### config.mk
export PLATFORM = sky130hd
export DESIGN_NAME = pipe_hazard_ctrl
export DESIGN_NICKNAME = d
export VERILOG_FILES = /design/src/rtl/pipe_hazard_ctrl.sv
export SDC_FILE = /design/constraint.sdc
export NUM_CORES = 1
export LEC_CHECK = 0
export BUFFER_PORTS_ARGS = -buffer_cell sky130_fd_sc_hd__buf_2
export CAP_MARGIN = 20
export CORE_UTILIZATION = 50
export DETAILED_ROUTE_END_ITERATION = 10
export GPL_TIMING_DRIVEN = 0
export PLACE_DENSITY = 0.76
export SLEW_MARGIN = 20
export SYNTH_ARGS = -nofsm -noshare
export SYNTH_HDL_FRONTEND = slang
export SYNTH_SLANG_ARGS = --single-unit
### constraint.sdc
create_clock -name CLK -period 1.9 [get_ports CLK]
set_clock_uncertainty 0.1 [all_clocks]
set_input_delay 0.095 -clock CLK [delete_from_list [all_inputs] [get_ports CLK]]
set_output_delay 0.095 -clock CLK [all_outputs]
set_load 0.02 [all_outputs]
### src/rtl/pipe_hazard_ctrl.sv
// -----------------------------------------------------------------------------
// pipe_hazard_ctrl
//
// Purpose:
//   Produces the per-stage STALL/CLEAR requests for a nine-stage pipeline
//   (IF, ID1, ID2, EX1, EX2, ME1, ME2, WB1, WB2). The pipeline controller
//   forwards them unchanged to the stage registers. STALL holds a stage
//   register and CLEAR loads a bubble into it.
//
//   There are four hazard sources, listed from highest to lowest priority:
//   data-memory wait, multi-cycle EX op, branch redirect and load-use. The
//   block also keeps a saturating count of IF stall cycles and raises a
//   one-cycle error pulse when a multi-cycle op overruns its timeout.
//
// Parameters:
//   LU_CYCLES   total stall cycles per load-use hazard (1..15)
//   MC_TIMEOUT  max cycles spent in MC_WAIT before forced exit (2..65535)
//   CNT_W       width of STALL_CNT
//
// Ports:
//   CLK          in   clock, rising edge
//   RST          in   asynchronous active-high reset
//   DMEM_WAIT    in   data memory not ready for the ME2 access
//   MC_START     in   multi-cycle op enters EX2 this cycle
//   MC_DONE      in   multi-cycle op result valid
//   REDIRECT     in   EX2 branch mispredict; fetch PC is corrected this cycle
//   LD_USE_HZ    in   ID2 consumes the destination of a load in EX1/EX2
//   <S>_STALL_D  out  stall request for stage S (IF..WB2)
//   <S>_CLEAR_D  out  clear (bubble) request for stage S (ID1..WB2)
//   STALL_CNT    out  saturating count of cycles with IF_STALL_D=1
//   MC_ERR       out  one-cycle pulse after an MC_WAIT timeout
// -----------------------------------------------------------------------------
module pipe_hazard_ctrl #(
  parameter int unsigned LU_CYCLES  = 2,
  parameter int unsigned MC_TIMEOUT = 64,
  parameter int unsigned CNT_W      = 32
) (
  input  logic             CLK,
  input  logic             RST,
  input  logic             DMEM_WAIT,
  input  logic             MC_START,
  input  logic             MC_DONE,
  input  logic             REDIRECT,
  input  logic             LD_USE_HZ,
  output logic             IF_STALL_D,
  output logic             ID1_STALL_D,
  output logic             ID1_CLEAR_D,
  output logic             ID2_STALL_D,
  output logic             ID2_CLEAR_D,
  output logic             EX1_STALL_D,
  output logic             EX1_CLEAR_D,
  output logic             EX2_STALL_D,
  output logic             EX2_CLEAR_D,
  output logic             ME1_STALL_D,
  output logic             ME1_CLEAR_D,
  output logic             ME2_STALL_D,
  output logic             ME2_CLEAR_D,
  output logic             WB1_STALL_D,
  output logic             WB1_CLEAR_D,
  output logic             WB2_STALL_D,
  output logic             WB2_CLEAR_D,
  output logic [CNT_W-1:0] STALL_CNT,
  output logic             MC_ERR
);

  // Stage indices into the internal request vectors.
  localparam int S_IF  = 0;
  localparam int S_ID1 = 1;
  localparam int S_ID2 = 2;
  localparam int S_EX1 = 3;
  localparam int S_EX2 = 4;
  localparam int S_ME1 = 5;
  localparam int S_ME2 = 6;
  localparam int S_WB1 = 7;

  localparam logic [3:0]  LU_RELOAD = 4'(LU_CYCLES - 1);
  localparam logic [15:0] MC_LAST   = 16'(MC_TIMEOUT - 1);

  typedef enum logic [1:0] {
    ST_RUN      = 2'd0,
    ST_LU_STALL = 2'd1,
    ST_MC_WAIT  = 2'd2
  } state_e;

  state_e             state_q, state_d;
  logic [3:0]         lu_cnt_q, lu_cnt_d;
  logic [15:0]        mc_cnt_q, mc_cnt_d;
  logic               redir_pend_q, redir_pend_d;
  logic               mc_err_q, mc_err_d;
  logic [CNT_W-1:0]   stall_cnt_q, stall_cnt_d;

  // WB2 is the last stage and is never stalled or cleared, so it has no
  // entry in these vectors.
  logic [S_WB1:S_IF]  stall_v;
  logic [S_WB1:S_ID1] clear_v;

  // ---------------------------------------------------------------------------
  // Next-state and request logic. The hazard rules are applied in priority
  // order, and only the first rule that matches has any effect.
  // ---------------------------------------------------------------------------
  always_comb begin
    // NOTE: every signal gets its default value before the first branch. A path
    // that leaves a signal unassigned would infer a latch.
    state_d      = state_q;
    lu_cnt_d     = lu_cnt_q;
    mc_cnt_d     = mc_cnt_q;
    redir_pend_d = redir_pend_q;
    mc_err_d     = 1'b0;
    stall_v      = '0;
    clear_v      = '0;

    if (DMEM_WAIT) begin
      // The whole front of the pipe waits on memory. FSM state and counters
      // are frozen and MC_DONE is ignored. A redirect is remembered until the
      // pipe can act on it.
      stall_v[S_ME2:S_IF] = '1;
      clear_v[S_WB1]      = 1'b1;
      if (REDIRECT) redir_pend_d = 1'b1;
    end else if (state_q == ST_MC_WAIT) begin
      stall_v[S_EX2:S_IF] = '1;
      clear_v[S_ME1]      = 1'b1;
      mc_cnt_d            = mc_cnt_q + 16'd1;
      if (MC_DONE) begin
        state_d = ST_RUN;
      end else if (mc_cnt_q == MC_LAST) begin
        state_d  = ST_RUN;
        mc_err_d = 1'b1;
      end
      if (REDIRECT) redir_pend_d = 1'b1;
    end else if (REDIRECT || redir_pend_q) begin
      // Squash the wrong-path instructions. Because the load-use consumer is
      // among them, any load-use stall in progress is abandoned.
      clear_v[S_EX1:S_ID1] = '1;
      redir_pend_d         = 1'b0;
      state_d              = ST_RUN;
    end else if (state_q == ST_RUN && MC_START) begin
      stall_v[S_EX2:S_IF] = '1;
      clear_v[S_ME1]      = 1'b1;
      mc_cnt_d            = '0;
      state_d             = ST_MC_WAIT;
    end else if (state_q == ST_RUN && LD_USE_HZ) begin
      // The first stall cycle is spent in RUN. LU_STALL covers the rest.
      stall_v[S_ID2:S_IF] = '1;
      clear_v[S_EX1]      = 1'b1;
      if (LU_CYCLES > 1) begin
        lu_cnt_d = LU_RELOAD;
        state_d  = ST_LU_STALL;
      end
    end else if (state_q == ST_LU_STALL) begin
      stall_v[S_ID2:S_IF] = '1;
      clear_v[S_EX1]      = 1'b1;
      lu_cnt_d            = lu_cnt_q - 4'd1;
      if (lu_cnt_q == 4'd1) state_d = ST_RUN;
    end

    if (stall_v[S_IF] && (stall_cnt_q != {CNT_W{1'b1}})) begin
      stall_cnt_d = stall_cnt_q + 1'b1;
    end else begin
      stall_cnt_d = stall_cnt_q;
    end

    // Reset bubbles the whole pipe at once, without waiting for a clock edge.
    if (RST) begin
      stall_v = '0;
      clear_v = '1;
    end
  end

  // ---------------------------------------------------------------------------
  // State registers
  // ---------------------------------------------------------------------------
  always_ff @(posedge CLK or posedge RST) begin
    if (RST) begin
      state_q      <= ST_RUN;
      lu_cnt_q     <= '0;
      mc_cnt_q     <= '0;
      redir_pend_q <= 1'b0;
      mc_err_q     <= 1'b0;
      stall_cnt_q  <= '0;
    end else begin
      // NOTE: non-blocking assignments here. All registers then update
      // together from values that were stable before the edge.
      state_q      <= state_d;
      lu_cnt_q     <= lu_cnt_d;
      mc_cnt_q     <= mc_cnt_d;
      redir_pend_q <= redir_pend_d;
      mc_err_q     <= mc_err_d;
      stall_cnt_q  <= stall_cnt_d;
    end
  end

  // ---------------------------------------------------------------------------
  // Outputs
  // ---------------------------------------------------------------------------
  assign IF_STALL_D  = stall_v[S_IF];
  assign ID1_STALL_D = stall_v[S_ID1];
  assign ID2_STALL_D = stall_v[S_ID2];
  assign EX1_STALL_D = stall_v[S_EX1];
  assign EX2_STALL_D = stall_v[S_EX2];
  assign ME1_STALL_D = stall_v[S_ME1];
  assign ME2_STALL_D = stall_v[S_ME2];
  assign WB1_STALL_D = stall_v[S_WB1];
  assign WB2_STALL_D = 1'b0;

  assign ID1_CLEAR_D = clear_v[S_ID1];
  assign ID2_CLEAR_D = clear_v[S_ID2];
  assign EX1_CLEAR_D = clear_v[S_EX1];
  assign EX2_CLEAR_D = clear_v[S_EX2];
  assign ME1_CLEAR_D = clear_v[S_ME1];
  assign ME2_CLEAR_D = clear_v[S_ME2];
  assign WB1_CLEAR_D = clear_v[S_WB1];
  // WB2_CLEAR_D stays low even in reset: WB2 is the last stage and is never
  // bubbled.
  assign WB2_CLEAR_D = 1'b0;

  assign STALL_CNT = stall_cnt_q;
  assign MC_ERR    = mc_err_q;

endmodule

-- Word level (Yosys, flattened, before mapping)
Index checks and enable logic that the tools add are counted.
- bitwise gates (word level): 4
- add/subtract/negate cells: 3
- equal/unequal tests: 7
- muxes and demuxes: 43
- reduce and logical (&&, ||, !) cells: 13
- operators by type and width (cell ; count):
    $mux 16 ; 3
    $add 32x1->32 const B ; 1
    $ne 32x32->1 const B ; 1
    $mux 2 ; 11
    $mux 1 ; 17
    $add 16x1->16 const B ; 1
    $eq 16x6->1 const B ; 1
    $mux 3 ; 5
    $mux 5 ; 3
    $mux 7 ; 2
    $reduce_bool 5->1 ; 2
    $mux 4 ; 2
    $reduce_and 5->1 ; 1
    $eq 4x1->1 const B ; 1
    $not 1->1 ; 4
    $reduce_and 4->1 ; 1
    $reduce_bool 2->1 ; 2
    $sub 4x1->4 const B ; 1
    $logic_and 1x1->1 ; 3
    $ne 3x2->1 const B ; 1
    $reduce_and 3->1 ; 1
    $reduce_bool 3->1 ; 1
    $eq 2x1->1 const B ; 1
    $eq 2x2->1 const B ; 1
    other kinds (3) ; 3
- input port bits: 7
- bits in registers: 56
- output and inout port bits: 50
- logic and storage cells: 76

-- Logic depth before layout (Yosys ltp)
- depth in word-level cells: 8
- mapped depth: 8
- depth with buffers taken out: 7

-- Worst setup path after synthesis
Ideal clock, no wire load.
- path type: input port to output port
- start: in RST
- end: out EX1_CLEAR_D
- data required time: 1705 ps
- arrival: 2222 ps
- buffers on the path: 0
- slack: -517 ps
- cell stages on the path: 3
- cells stage by stage: inv_1 o31ai_1 nand2b_1
- word-level cells in the longest chain between the ends: 1
- ends and longest elaborated chain (what ; line ; text):
    from (decl) ; 39 ; input logic RST,
    $mux 7 ; 163 ; if (RST) begin
    to (decl) ; 51 ; output logic EX1_CLEAR_D,
No other way between the ends.

-- Worst setup path in the final report
- start: reg mc_cnt_q[6]
- end: reg mc_cnt_q[10]
- word-level cells in the longest chain between the ends: 2
- ends and longest elaborated chain (what ; line ; text):
    from (decl) ; 87 ; logic [15:0] mc_cnt_q, mc_cnt_d;
    from (signal assigned) ; 185 ; mc_cnt_q <= mc_cnt_d;
    $add 16x1->16 ; 122 ; mc_cnt_d = mc_cnt_q + 16'd1;
    $mux 16 ; 119 ; end else if (state_q == ST_MC_WAIT) begin
No other way between the ends.
A chain may end at the register's enable or synchronous reset.

==> impl_metrics.csv <==
group,metric,value,unit
status,status,"finished, violations left",
status,violations,"hold timing, setup timing",
floorplanning,fp.dieArea,0.006224,mm^2
global_route,grt_pass1_wl,11590,um
clocking,clk_pin_slew,0.10,ns
critical_path,worstSetupEndpointType,"flop",
detailed_routing,drtIter0Drc,152,
critical_path,start_kind,"flop",
place,place_hpwl,4349,um
power,switching_power,1.165,mW
power,ir_worst_vdd,788.9,uV
synth,ys_ff_latch,56,
sta,finalCritPeriodShare,1.107,
global_route,grt-ovfl-total,0,
synth,synth_cells,306,
synth,ys.flop_type,"dfrtp_1",
critical_path,r2r_slack,-0.20,ns
power,comb_power_share,0.333,
power,p_int,2.178,mW
global_route,grt_pass1_vias,2486,
power,power_frac_clock,0.204,
global_route,antenna_found_initial,0,
sta,max_slew_margin,0.5616,
place,portBuffers,52,
sta,fin_crit,2.104,ns
final_layout,nets,415,
synth,yosys.area.top_type,"dfrtp_1",
critical_path,arrival,2.21,ns
synth,syn_area,0.002957,mm^2
floorplanning,fp.dieH,78.90,um
hold_path,hold_path.class,"in2async",
clocking,cts_tree,"built",
floorplanning,io_pins,57,
sta,finalHoldViolations,22,
power,p_per_area,784.8,mW/mm^2
detailed_routing,drtPass1Iterations,7,
power,total_power,3.343,mW
synth,synth.most_common_cell,"dfrtp_1",
synth,synthTopCellsByArea,"dfrtp_1, xnor2_1, nor2_1, nand4_1, nand2_1",
detailed_routing,ant_nets,0,
power,p_leak,1.824,nW
synth,synth_top_area_frac,0.4740,
synth,synth_cell_type_count,41,
clocking,insertion_delay,0.31,ns
place,gp_congestion,0.8667,
power,switching_share,0.3485,
sta,setup_viol,48,
synth,synth_edf_count,0,
global_route,grt_max_degree,35,
floorplanning,core_region_area,0.005608,mm^2
detailed_routing,drc,0,
floorplanning,fp.dieW,78.90,um
floorplanning,num_rows,27,
clocking,cts_root_buf,"clkbuf_8",
final_layout,fin_cells,477,
clocking,cts_made_buffers,5,
sta,fmax,0.4753,GHz
sta,rsz0062_at_grt,"true",
floorplanning,initial_core_util,0.5272,
detailed_routing,wl_per_cell,16.65,um
synth,netlist_top_cells_count,"dfrtp_1, xnor2_1, nor2_1",
synth,async_flop_share,1.000,
place,dp.cells,433,
synth,yosysWarnings,0,
final_layout,diodes,0,
sta,finalMaxSlewViolations,0,
power,sequentialPowerShare,0.463,
critical_path,path_class,"reg2reg",
critical_path,r2r_cells,7,
clocking,cts_max_level,2,
place,preCtsSetupSlack,-0.2603,ns
sta,worst_pin_slew,0.6546,ns
final_layout,drive_gt1_frac,0.4815,
final_layout,area_growth,44.05,%
detailed_routing,viasPerCell,5.660,
detailed_routing,wl,7940,um
sta,whs,-0.03719,ns
clocking,cts_sinks,56,
critical_path,crit_required,2.00,ns
clocking,clock_path_buffers,2,
job,cap_violations,0,
synth,avgSynthCellArea,9.662,um^2
synth,ys_seq_area_frac,0.4740,
detailed_routing,via_count,2700,
global_route,groute.usage.overall,0.2415,
critical_path,path_max_fanout,5,
sta,worst_slack,-0.2038,ns
==> power groups by stage <==
stage	clock network (mW)	registers (mW)	logic (mW)
floorplan	0	1.62	0.433
global placement	0	1.55	0.711
detailed placement	0	1.56	0.746
CTS	0.698	1.52	0.907
global route	0.745	1.58	1.21
finish	0.683	1.55	1.11
==> layer usage <==
metal | track usage | share of wire | routed length [um] | vias up
li1 | - | - | - | 1248
met1 | 0.3029 | 0.41 | 3238 | 1339
met2 | 0.4035 | 0.53 | 4169 | 99
met3 | 0.05287 | 0.053 | 418 | 14
met4 | 0.1018 | 0.014 | 114 | 0
met5 | 0 | 0 | 0 | -
==> sequential cells by signal, summed over array words and instances, names as in the netlist <==
| register | count |
|---|---|
| mc_cnt_q | 16 |
| redir_pend_q | 1 |
| MC_ERR | 1 |
| state_q | 2 |
| lu_cnt_q | 4 |
| STALL_CNT | 32 |
==> layout by cell type, fill, tap and decap left out, types with 13 or more instances in the layout <==
master,instances
buf_2,51
buf_4,30
buf_6,21
dfrtp_1,43
dfrtp_2,13
nand2_1,19
nand4_1,16
nor2_1,13
nor2_2,13
xnor2_1,31
==> worst max-delay path, cell delays in order, from the launching register on <==
cell and delay [ns]:
dfrtp_2 0.43, or4_4 0.55, nor3_4 0.18, a31oi_4 0.14, nor3_4 0.23, buf_6 0.16, buf_8 0.14, nor2_2 0.05
==> path summary, 6_finish.rpt <==
check	start	to
setup / recovery	mc_cnt_q[6]$_DFFE_PP0P_	mc_cnt_q[10]$_DFFE_PP0P_
hold / removal	RST	mc_cnt_q[9]$_DFFE_PP0P_
setup reg to reg	mc_cnt_q[6]$_DFFE_PP0P_	mc_cnt_q[10]$_DFFE_PP0P_
hold reg to reg	STALL_CNT[30]$_DFFE_PP0P_	STALL_CNT[30]$_DFFE_PP0P_
max in group asynchronous	RST	STALL_CNT[18]$_DFFE_PP0P_
min in group CLK	REDIRECT	redir_pend_q$_DFFE_PP0P_
==> through the flow <==
stage	instance area [um^2]	utilization	setup TNS, ns
6_report	4259	0.7595	-4.567
4_1_cts	3764	0.6711	-2.241
3_5_place_dp	3363	0.5997	-9.098
3_3_place_gp	3343	0.5962	-10.59
2_1_floorplan	2993	-	-0.009407
5_1_grt	4259	0.7595	-7.716
==> kinds of logic (layout without fill, tap and decap cells) <==
family	Yosys count	in the layout	synth area share
flops	56	56	0.4740
other cells	1	3	0.001268
simple gates	145	145	0.2620
fa+ha+maj	4	4	0.01693
mux	1	1	0.003808
compound gates	25	25	0.05460
buf+inv	29	126	0.05416
xor+xnor	45	45	0.1333
==> what timing repair did <==
item	in CTS	in global routing
resized for setup	35	108
pin swaps	5	44
setup endpoints to repair	56	55
cloned	1	2
endpoints found under the hold margin	24	0
hold buffers	4	0
setup buffers	16	13
==> final cells by class <==
cell class,count,area (um^2)
Multi-Input combinational cell,223,1815
Sequential cell,56,1418
Fill cell,394,1349
Timing Repair Buffer,89,634.4
Buffer,20,171.4
Tap cell,72,90.09
Clock buffer,6,82.58
Inverter,9,37.54
Clock inverter,2,10.01
(Power assumes the default switching activity.)
